<file path="src/rtl/df_multiplier_pipe.sv">
// Pipelined unsigned shift-add coefficient multiplier: out = (data * coef) >> FRAC_W, one result per clock.
// Define DF_MUL_SAT_EN to saturate overflowing results; otherwise the result wraps modulo 2^DATA_W.
module df_multiplier_pipe #(
    parameter int DATA_W = 8,
    parameter int COEF_W = 5,
    parameter int FRAC_W = 4
) (
    input  logic              clk,
    input  logic              reset,
    input  logic              in_valid,
    output logic              in_ready,
    input  logic [DATA_W-1:0] in_data,
    input  logic [COEF_W-1:0] in_coef,
    output logic              out_valid,
    input  logic              out_ready,
    output logic [DATA_W-1:0] out_data
);

    localparam int ACC_W = DATA_W + COEF_W;

    logic              adv;
    logic [COEF_W-1:0] valid_q;
    logic [DATA_W-1:0] data_q [COEF_W];
    logic [COEF_W-1:0] coef_q [COEF_W];
    logic [ACC_W-1:0]  acc_q  [COEF_W];
    logic [ACC_W-1:0]  acc_d  [COEF_W];
    logic              out_valid_q;
    logic [DATA_W-1:0] out_data_q;
    logic [DATA_W-1:0] out_data_d;

    // One global enable: the whole pipe freezes only while a finished result is refused.
    assign adv      = !(out_valid_q && !out_ready);
    assign in_ready = adv;

    assign acc_d[0] = in_coef[0] ? ACC_W'(in_data) : '0;

    for (genvar k = 1; k < COEF_W; k++) begin : g_stage
        assign acc_d[k] = acc_q[k-1]
                        + (coef_q[k-1][k] ? (ACC_W'(data_q[k-1]) << k) : '0);
    end

`ifdef DF_MUL_SAT_EN
    logic [ACC_W-1:0] scaled;
    assign scaled     = acc_q[COEF_W-1] >> FRAC_W;
    assign out_data_d = (scaled > ACC_W'({DATA_W{1'b1}})) ? {DATA_W{1'b1}}
                                                           : scaled[DATA_W-1:0];
`else
    assign out_data_d = DATA_W'(acc_q[COEF_W-1] >> FRAC_W);
`endif

    always_ff @(posedge clk) begin
        if (reset) begin
            valid_q     <= '0;
            out_valid_q <= 1'b0;
            out_data_q  <= '0;
            for (int k = 0; k < COEF_W; k++) begin
                data_q[k] <= '0;
                coef_q[k] <= '0;
                acc_q[k]  <= '0;
            end
        end else if (adv) begin
            valid_q[0] <= in_valid;
            data_q[0]  <= in_data;
            coef_q[0]  <= in_coef;
            acc_q[0]   <= acc_d[0];
            for (int k = 1; k < COEF_W; k++) begin
                valid_q[k] <= valid_q[k-1];
                data_q[k]  <= data_q[k-1];
                coef_q[k]  <= coef_q[k-1];
                acc_q[k]   <= acc_d[k];
            end
            out_valid_q <= valid_q[COEF_W-1];
            out_data_q  <= out_data_d;
        end
    end

    assign out_valid = out_valid_q;
    assign out_data  = out_data_q;

endmodule
</file>
<file path="config.mk">
export PLATFORM = sky130hd
export DESIGN_NAME = df_multiplier_pipe
export DESIGN_NICKNAME = d
export VERILOG_FILES = /design/src/rtl/df_multiplier_pipe.sv
export SDC_FILE = /design/constraint.sdc
export NUM_CORES = 1
export LEC_CHECK = 0
export ABC_CLOCK_PERIOD_IN_PS = 2710
export CORE_UTILIZATION = 40
export CTS_BUF_LIST = sky130_fd_sc_hd__clkbuf_8
export DETAILED_ROUTE_END_ITERATION = 8
export DONT_BUFFER_PORTS = 1
export SYNTH_ARGS = -nofsm -noshare
export SYNTH_HDL_FRONTEND = slang
export SYNTH_SLANG_ARGS = --single-unit
</file>
<file path="constraint.sdc">
create_clock -name clk -period 2.71 [get_ports clk]
set_input_delay 0.1355 -clock clk [delete_from_list [all_inputs] [get_ports clk]]
set_output_delay 0.1355 -clock clk [all_outputs]
set_load 0.005 [all_outputs]
</file>
* Word-level counts from Yosys, hierarchy flattened
Memory sizes are Yosys's and may differ from the RTL's. A register that Yosys moved wholly into a read port is not among the register bits.
Cells that the tools add are included.
** Cells by class
- Mux-type cells :: 25
- Bitwise operators :: 15
- Add/sub/neg operators :: 4
- Reduce and logical (&&, ||, !) cells :: 4
** Operator list (number)
- $mux 13 :: 5
- $mux 8 :: 6
- $mux 5 :: 5
- $or 1x1->1 :: 15
- $add 13x10->13 :: 1
- $add 13x11->13 :: 1
- $add 13x12->13 :: 1
- $add 13x9->13 :: 1
- $mux 12 :: 1
- $mux 11 :: 1
- $mux 10 :: 1
- $mux 9 :: 1
- $mux 1 :: 5
- $logic_not 1->1 :: 3
- $logic_and 1x1->1 :: 1
** Word-level totals
- Register bits :: 6
- Input port bits :: 17
- RAM bits :: 130
- Memories :: 3
- Output and inout bits :: 10
** Memories
- acc_q :: words 5, width 13, rd ports 5, clocked after Yosys merged registers in 1, write ports 5, RTL line 25 : logic [ACC_W-1:0] acc_q [COEF_W];
- data_q :: words 5, width 8, rd ports 4, clocked after Yosys merged registers in 0, write ports 5, RTL line 23 : logic [DATA_W-1:0] data_q [COEF_W];
- coef_q :: words 5, width 5, rd ports 4, clocked after Yosys merged registers in 0, write ports 5, RTL line 24 : logic [COEF_W-1:0] coef_q [COEF_W];

* Depth between registers and ports, before layout
Gate-level depths: netlist (run 1).
- Depth in word-level cells :: 6
- Gate-level depth with buffers :: 7

* Least setup slack after synthesis (run 1)
OpenSTA, ideal clock, no wires.
- Kind :: register to register
- From :: register out_valid_q, in the netlist out_valid
- To :: memory acc_q[0][1] (netlist name) (enable)
- Clock period less this slack :: 2938 ps
- Library setup time :: 808 ps
- Data required time :: 1902 ps
- Slack :: -228 ps
- Arrival time :: 2130 ps
- Cell stages (with the launch flop) :: 4
- Cells stage by stage :: dfxtp_1 > nor2b_1 > buf_2 > nand2b_1
** RTL lines
- start: declaration :: RTL line 27 : logic out_valid_q;
- start signal: assignment :: RTL line 72 : out_valid_q <= valid_q[COEF_W-1];
- end: declaration :: RTL line 25

==> results of run 1 <==
-- registers in the layout, summed over array words and instances (netlist names) --
signal / cells
acc_q: 39
coef_q: 10
data_q: 32
out_data: 8
out_valid: 1
valid_q: 5
-- critical path, stage by stage (launching register included) --
cell	delay, ps
edfxtp_1	510
and2_1	220
fa_1	440
a21o_1	210
a21o_1	200
a2111oi_0	430
nor4_1	90
-- kinds of logic after synthesis --
logic type                 Yosys count  synth area share, %
muxes                                4                0.812
and+or+nand+nor                    200                 22.6
xor gates and xnor gates             8                 1.42
adders and majority gates           31                 8.47
DFF                                 95                 55.0
buffers and inverters               21                 1.75
AOI/OAI and AO/OA                   75                 9.97
-- cell usage after synthesis (all sizes together) (6+ instances only) --
master and n:
a211oi 7, a21o 6, a21oi 23, and2 76
and3 10, buf 7, clkbuf 7, dfxtp 14
edfxtp 81, ha 27, inv 7, nand2 36
nand2b 6, nor2 26, nor2b 7, nor3 12
nor3b 6, o21ai 17, xnor2 6
-- worst max path at each step --
stage / depth (start not counted) / slack, ps / start / endpoint
2_1_floorplan: 6 / 560 / coef_q[0][1] / acc_q[1][9]
3_3_place_gp: 6 / 380 / coef_q[0][1] / acc_q[1][9]
3_5_place_dp: 6 / 370 / coef_q[0][1] / acc_q[1][9]
4_1_cts: 6 / 340 / coef_q[0][1] / acc_q[1][9]
5_1_grt: 6 / 150 / coef_q[0][1] / acc_q[1][9]
6_report: 6 / 350 / coef_q[0][1] / acc_q[1][9]
-- layout make-up --
class	count	area [sq um]
Sequential cell	95	2710
Fill cell	1128	6570
Tap cell	147	184
Clock buffer	11	151
Timing Repair Buffer	18	173
Multi-Input combinational cell	318	2140
Inverter	7	26.3
Clock inverter	5	48.8
-- cell usage in the layout (no fill, tap or decap), types with 8 or more instances in the layout --
master,netlist,final
and3_1,10,10
o21ai_0,9,9
and2_1,76,76
edfxtp_1,81,81
a21oi_1,23,23
dlygate4sd3_1,0,15
o21ai_1,8,8
nor3_1,9,9
nand2_1,36,36
dfxtp_1,14,14
inv_1,6,8
ha_1,27,27
clkbuf_8,0,11
nor2_1,25,25
-- power breakdown --
| group | switching [mW] | total, mW | internal, mW |
|---|---|---|---|
| Sequential | 0.0231 | 1.65 | 1.62 |
| Combinational | 0.0786 | 0.147 | 0.0681 |
| Clock | 0.469 | 0.939 | 0.470 |
-- per-stage QoR --
stage                     std cells  setup WS, ps  cell area, sq um  hold slack, ps  util (%)
after global placement          570           383              5090             211      42.4
after global routing            601           147              5440            55.9      45.3
after detailed placement        570           367              5090             213      42.4
after floorplan                 434           563              4930             276         -
after CTS                       601           343              5440            46.2      45.3
final                           601           349              5440            74.7      45.3
-- routing by layer --
layer / global-route usage (%) / vias up
li1: - / 1604
met1: 14.3 / 1469
met3: 3.59 / 14
met2: 28.4 / 46
met5: 0 / -
met4: 4.82 / 0
==> reports/metrics.yaml, run 1 <==
antenna_found_initial: 0
worstHoldPathType: "input port to flop"
status: "completed"
r2r-start: "coef_q[0][1]"
grt_max_degree: 82
worst-path-max-fanout: 10
synth_top_area_cell: "edfxtp_1"
crit_arrival_ps: 2450
cts_tree: "built"
cts_resized: 0
leakage_nw: 2.32
tightest_slew_ps: 995
whs_endpoint: "acc_q[4][9]"
syn_area_sq_mm: 0.00493
drcViolationCount: 0
ant_nets: 0
syn_nets: 482
drive_gt1_share_pct: 5.51
grt_use_total_pct: 14.3
reg2reg_setup_slack_ps: 350
hold_viol: 0
synth_edf_count: 81
area_growth_pct: 10.3
vias: 3133
numClockSinks: 95
fin_crit_sh_pct: 87.1
rows: 40
ys_ff_latch: 95
port_buffers: 0
cts-root-buf: "clkbuf_8"
yosys_most_used_dff: "edfxtp_1"
grt_pass1_vias: 3192
holdCritStartpoint: "reset"
clk_transition_reported_paths_ps: 90
postCtsSetupBuffers: 0
grt_pass1_wl_um: 14400
power_density_mw_per_mm2: 502
final-max-slew-violation-count: 0
cts_hold_buf: 15
setup_viol: 0
highest_layer: "met4"
gp_congestion: 0.793
synth_seq_area_share_pct: 55.0
relSlewSlack_pct: 33.7
total_power_mw: 2.73
cts_buffers: 9
cts_buffer_depth: 2
die-area_sq_mm: 0.0128
crit_required_ps: 2800
wl_per_cell_um: 14.0
wl_met3_um: 241
die_y_um: 113
drv_cap: 0
rsz0062_at_grt: "no"
finClkSkew_ps: 14.4
dr_wl_met2_um: 4740
die_w_um: 113
vdd_drop_max_v: 0.000277
io_pins: 27
synthCells: 434
routed_wirelength_um: 8400
final_nets: 497
core_sq_mm: 0.0120
overflow: 0
yosys-top-cells-area: "edfxtp_1 (49%), and2_1 (9.6%), ha_1 (6.9%)"
synth.top_cell.area_share_pct: 49.3
setup-tns-final_ps: 0
drt_iter0_drc: 171
start_kind: "flop"
via_per_inst: 5.21
clkLatencyLatePin_ps: 360
worstSetupPathType: "flop to flop"
fmax_ghz: 0.424
diodes: 0
hold_depth: 2
r2r_cells: 6
place_hpwl_um: 5490
period_needed_ps: 2360
ys.warnings.count: 0
synthArstFlopShare_pct: 0
h-tree-depth: 3
r2r-end: "acc_q[1][9]"
wl_met1_um: 3280
avgSynthCellArea_sq_um: 11.4
initial_core_util_pct: 41.1
synthDistinctLibCells: 47
detail_route.first_pass.iterations: 4
cp-end-kind: "flop"
Note: power is estimated with default switching activity, not from simulation.
==> run 2: changes to the inputs <==
--- a/config.mk
+++ b/config.mk
@@ -10,6 +10,8 @@
 export CTS_BUF_LIST = sky130_fd_sc_hd__clkbuf_8
 export DETAILED_ROUTE_END_ITERATION = 8
 export DONT_BUFFER_PORTS = 1
+export SETUP_SLACK_MARGIN = 0.4
+export SKIP_LAST_GASP = 1
 export SYNTH_ARGS = -nofsm -noshare
 export SYNTH_HDL_FRONTEND = slang
 export SYNTH_SLANG_ARGS = --single-unit
==> reports/metrics.yaml, run 2 (synthesis results as in run 1) <==
status: "completed"
clk_transition_reported_paths_ps: 90
startpoint: "coef_q[0][7]"
antenna_found_initial: 0
r2r-end: "acc_q[2][10]"
vias: 3158
internal_power_mw: 2.16
numClockSinks: 95
r2r_cells: 6
core_sq_mm: 0.0120
hold_depth: 2
fin_crit_sh_pct: 83.1
largest_register_ffs: 39
final_cell_mix: "edfxtp_1 (81), and2_1 (76), nand2_1 (36)"
largestRegisters: "acc_q x39, data_q x32, coef_q x10"
start_kind: "flop"
fmax_ghz: 0.444
detail_route.first_pass.iterations: 4
initial_core_util_pct: 41.1
via_per_inst: 5.22
rsz0062_at_grt: "yes"
cts_buffers: 9
setup_viol: 0
area_growth_pct: 11.4
diodes: 0
cts_buffer_depth: 2
whs_endpoint: "acc_q[4][9]"
tightest_slew_ps: 992
hold_viol: 0
ant_nets: 0
placed_cell_area_sq_mm: 0.00509
clkLatencyLatePin_ps: 360
port_buffers: 0
worstSetupPathType: "flop to flop"
drt_iter0_drc: 193
wl_per_cell_um: 14.0
dp_cells: 570
swShare_pct: 20.9
power_frac_seq_pct: 60.1
leakage_nw: 2.34
crit_required_ps: 2830
io_pins: 27
final_cells: 605
grt_pass1_wl_um: 14400
grt_max_degree: 82
die_y_um: 113
drive_gt1_share_pct: 7.42
holdCritStartpoint: "reset"
power_density_mw_per_mm2: 498
final_nets: 501
p_sw_mw: 0.572
drv_cap: 0
worstHoldPathType: "input port to flop"
die-area_sq_mm: 0.0128
final_common_cell: "edfxtp_1"
vdd_drop_max_v: 0.000278
fin_area_sq_mm: 0.00549
routed_wirelength_um: 8480
overflow: 0
final-max-slew-violation-count: 0
cp-end-kind: "flop"
clkPwrFrac_pct: 34.3
period_needed_ps: 2250
die_w_um: 113
cts-root-buf: "clkbuf_8"
cts_tree: "built"
rows: 40
grt_pass1_vias: 3203
relSlewSlack_pct: 33.8
regMostFlops: "acc_q"
reg2reg_setup_slack_ps: 460
drcViolationCount: 0
r2r-start: "coef_q[0][7]"
gp_congestion: 0.793
crit_arrival_ps: 2370
finClkSkew_ps: 14.0
grt_use_total_pct: 14.3
worst-path-max-fanout: 9
hold_ws_ps: 75.6
place_hpwl_um: 5490
setup-tns-final_ps: 0
h-tree-depth: 3
p_comb_share_pct: 5.6
run 2: cell types whose count changed in the layout (fill, tap and decap cells not counted), sizes merged:
cell | before | now
buf | 3 | 7
run 2: per-stage QoR:
step                total power [mW]  setup WS (ps)  utilization [%]
floorplan                       1.78            563                -
global placement                1.80            383             42.4
detailed placement              1.80            367             42.4
CTS                             2.77            403             45.4
global route                    2.84            347             45.7
finish                          2.74            459             45.7
run 2: per-layer routing:
metal	vias up	track usage [%]	wire length, um
li1	1612	-	-
met1	1488	14.2	3340
met2	44	28.6	4780
met3	14	3.59	228
met4	0	4.82	131
met5	-	0	0
run 2: worst max-delay path: stages (launching register included):
cell	delay [ps]
edfxtp_1	510
and2_1	220
fa_1	440
a21oi_1	170
o21ai_1	140
o31a_1	290
o31a_1	240
run 2: final cells by class:
| cell class | count | area (sq um) |
|---|---|---|
| fillers | 1126 | 6520 |
| flip-flops and latches | 95 | 2710 |
| multi-input cells | 318 | 2170 |
| repair buffers | 22 | 203 |
| well taps | 147 | 184 |
| clock buffers | 11 | 151 |
| clock inverters | 5 | 48.8 |
| inverters | 7 | 26.3 |
run 2: worst max-delay path by stage:
stage                   end  slack [ps]  depth (start not counted)
6_report       acc_q[2][10]         460                          6
5_1_grt         acc_q[1][9]         350                          6
4_1_cts         acc_q[1][9]         400                          6
3_5_place_dp    acc_q[1][9]         370                          6
3_3_place_gp    acc_q[1][9]         380                          6
2_1_floorplan   acc_q[1][9]         560                          6
run 2: power by group through the flow:
stage	Combinational (mW)	Clock [mW]	Sequential [mW]
final	0.152	0.939	1.65
after global routing	0.172	1.02	1.65
after detailed placement	0.125	0	1.68
after CTS	0.151	0.972	1.65
after floorplan	0.106	0	1.67
after global placement	0.121	0	1.68
run 2: repair_timing:
action	in CTS	in global routing
endpoints found under the setup margin	1	6
hold buffers	15	0
gates resized for setup	0	6
setup buffers	2	2
endpoints found under the hold margin	33	0
pin swaps	0	0
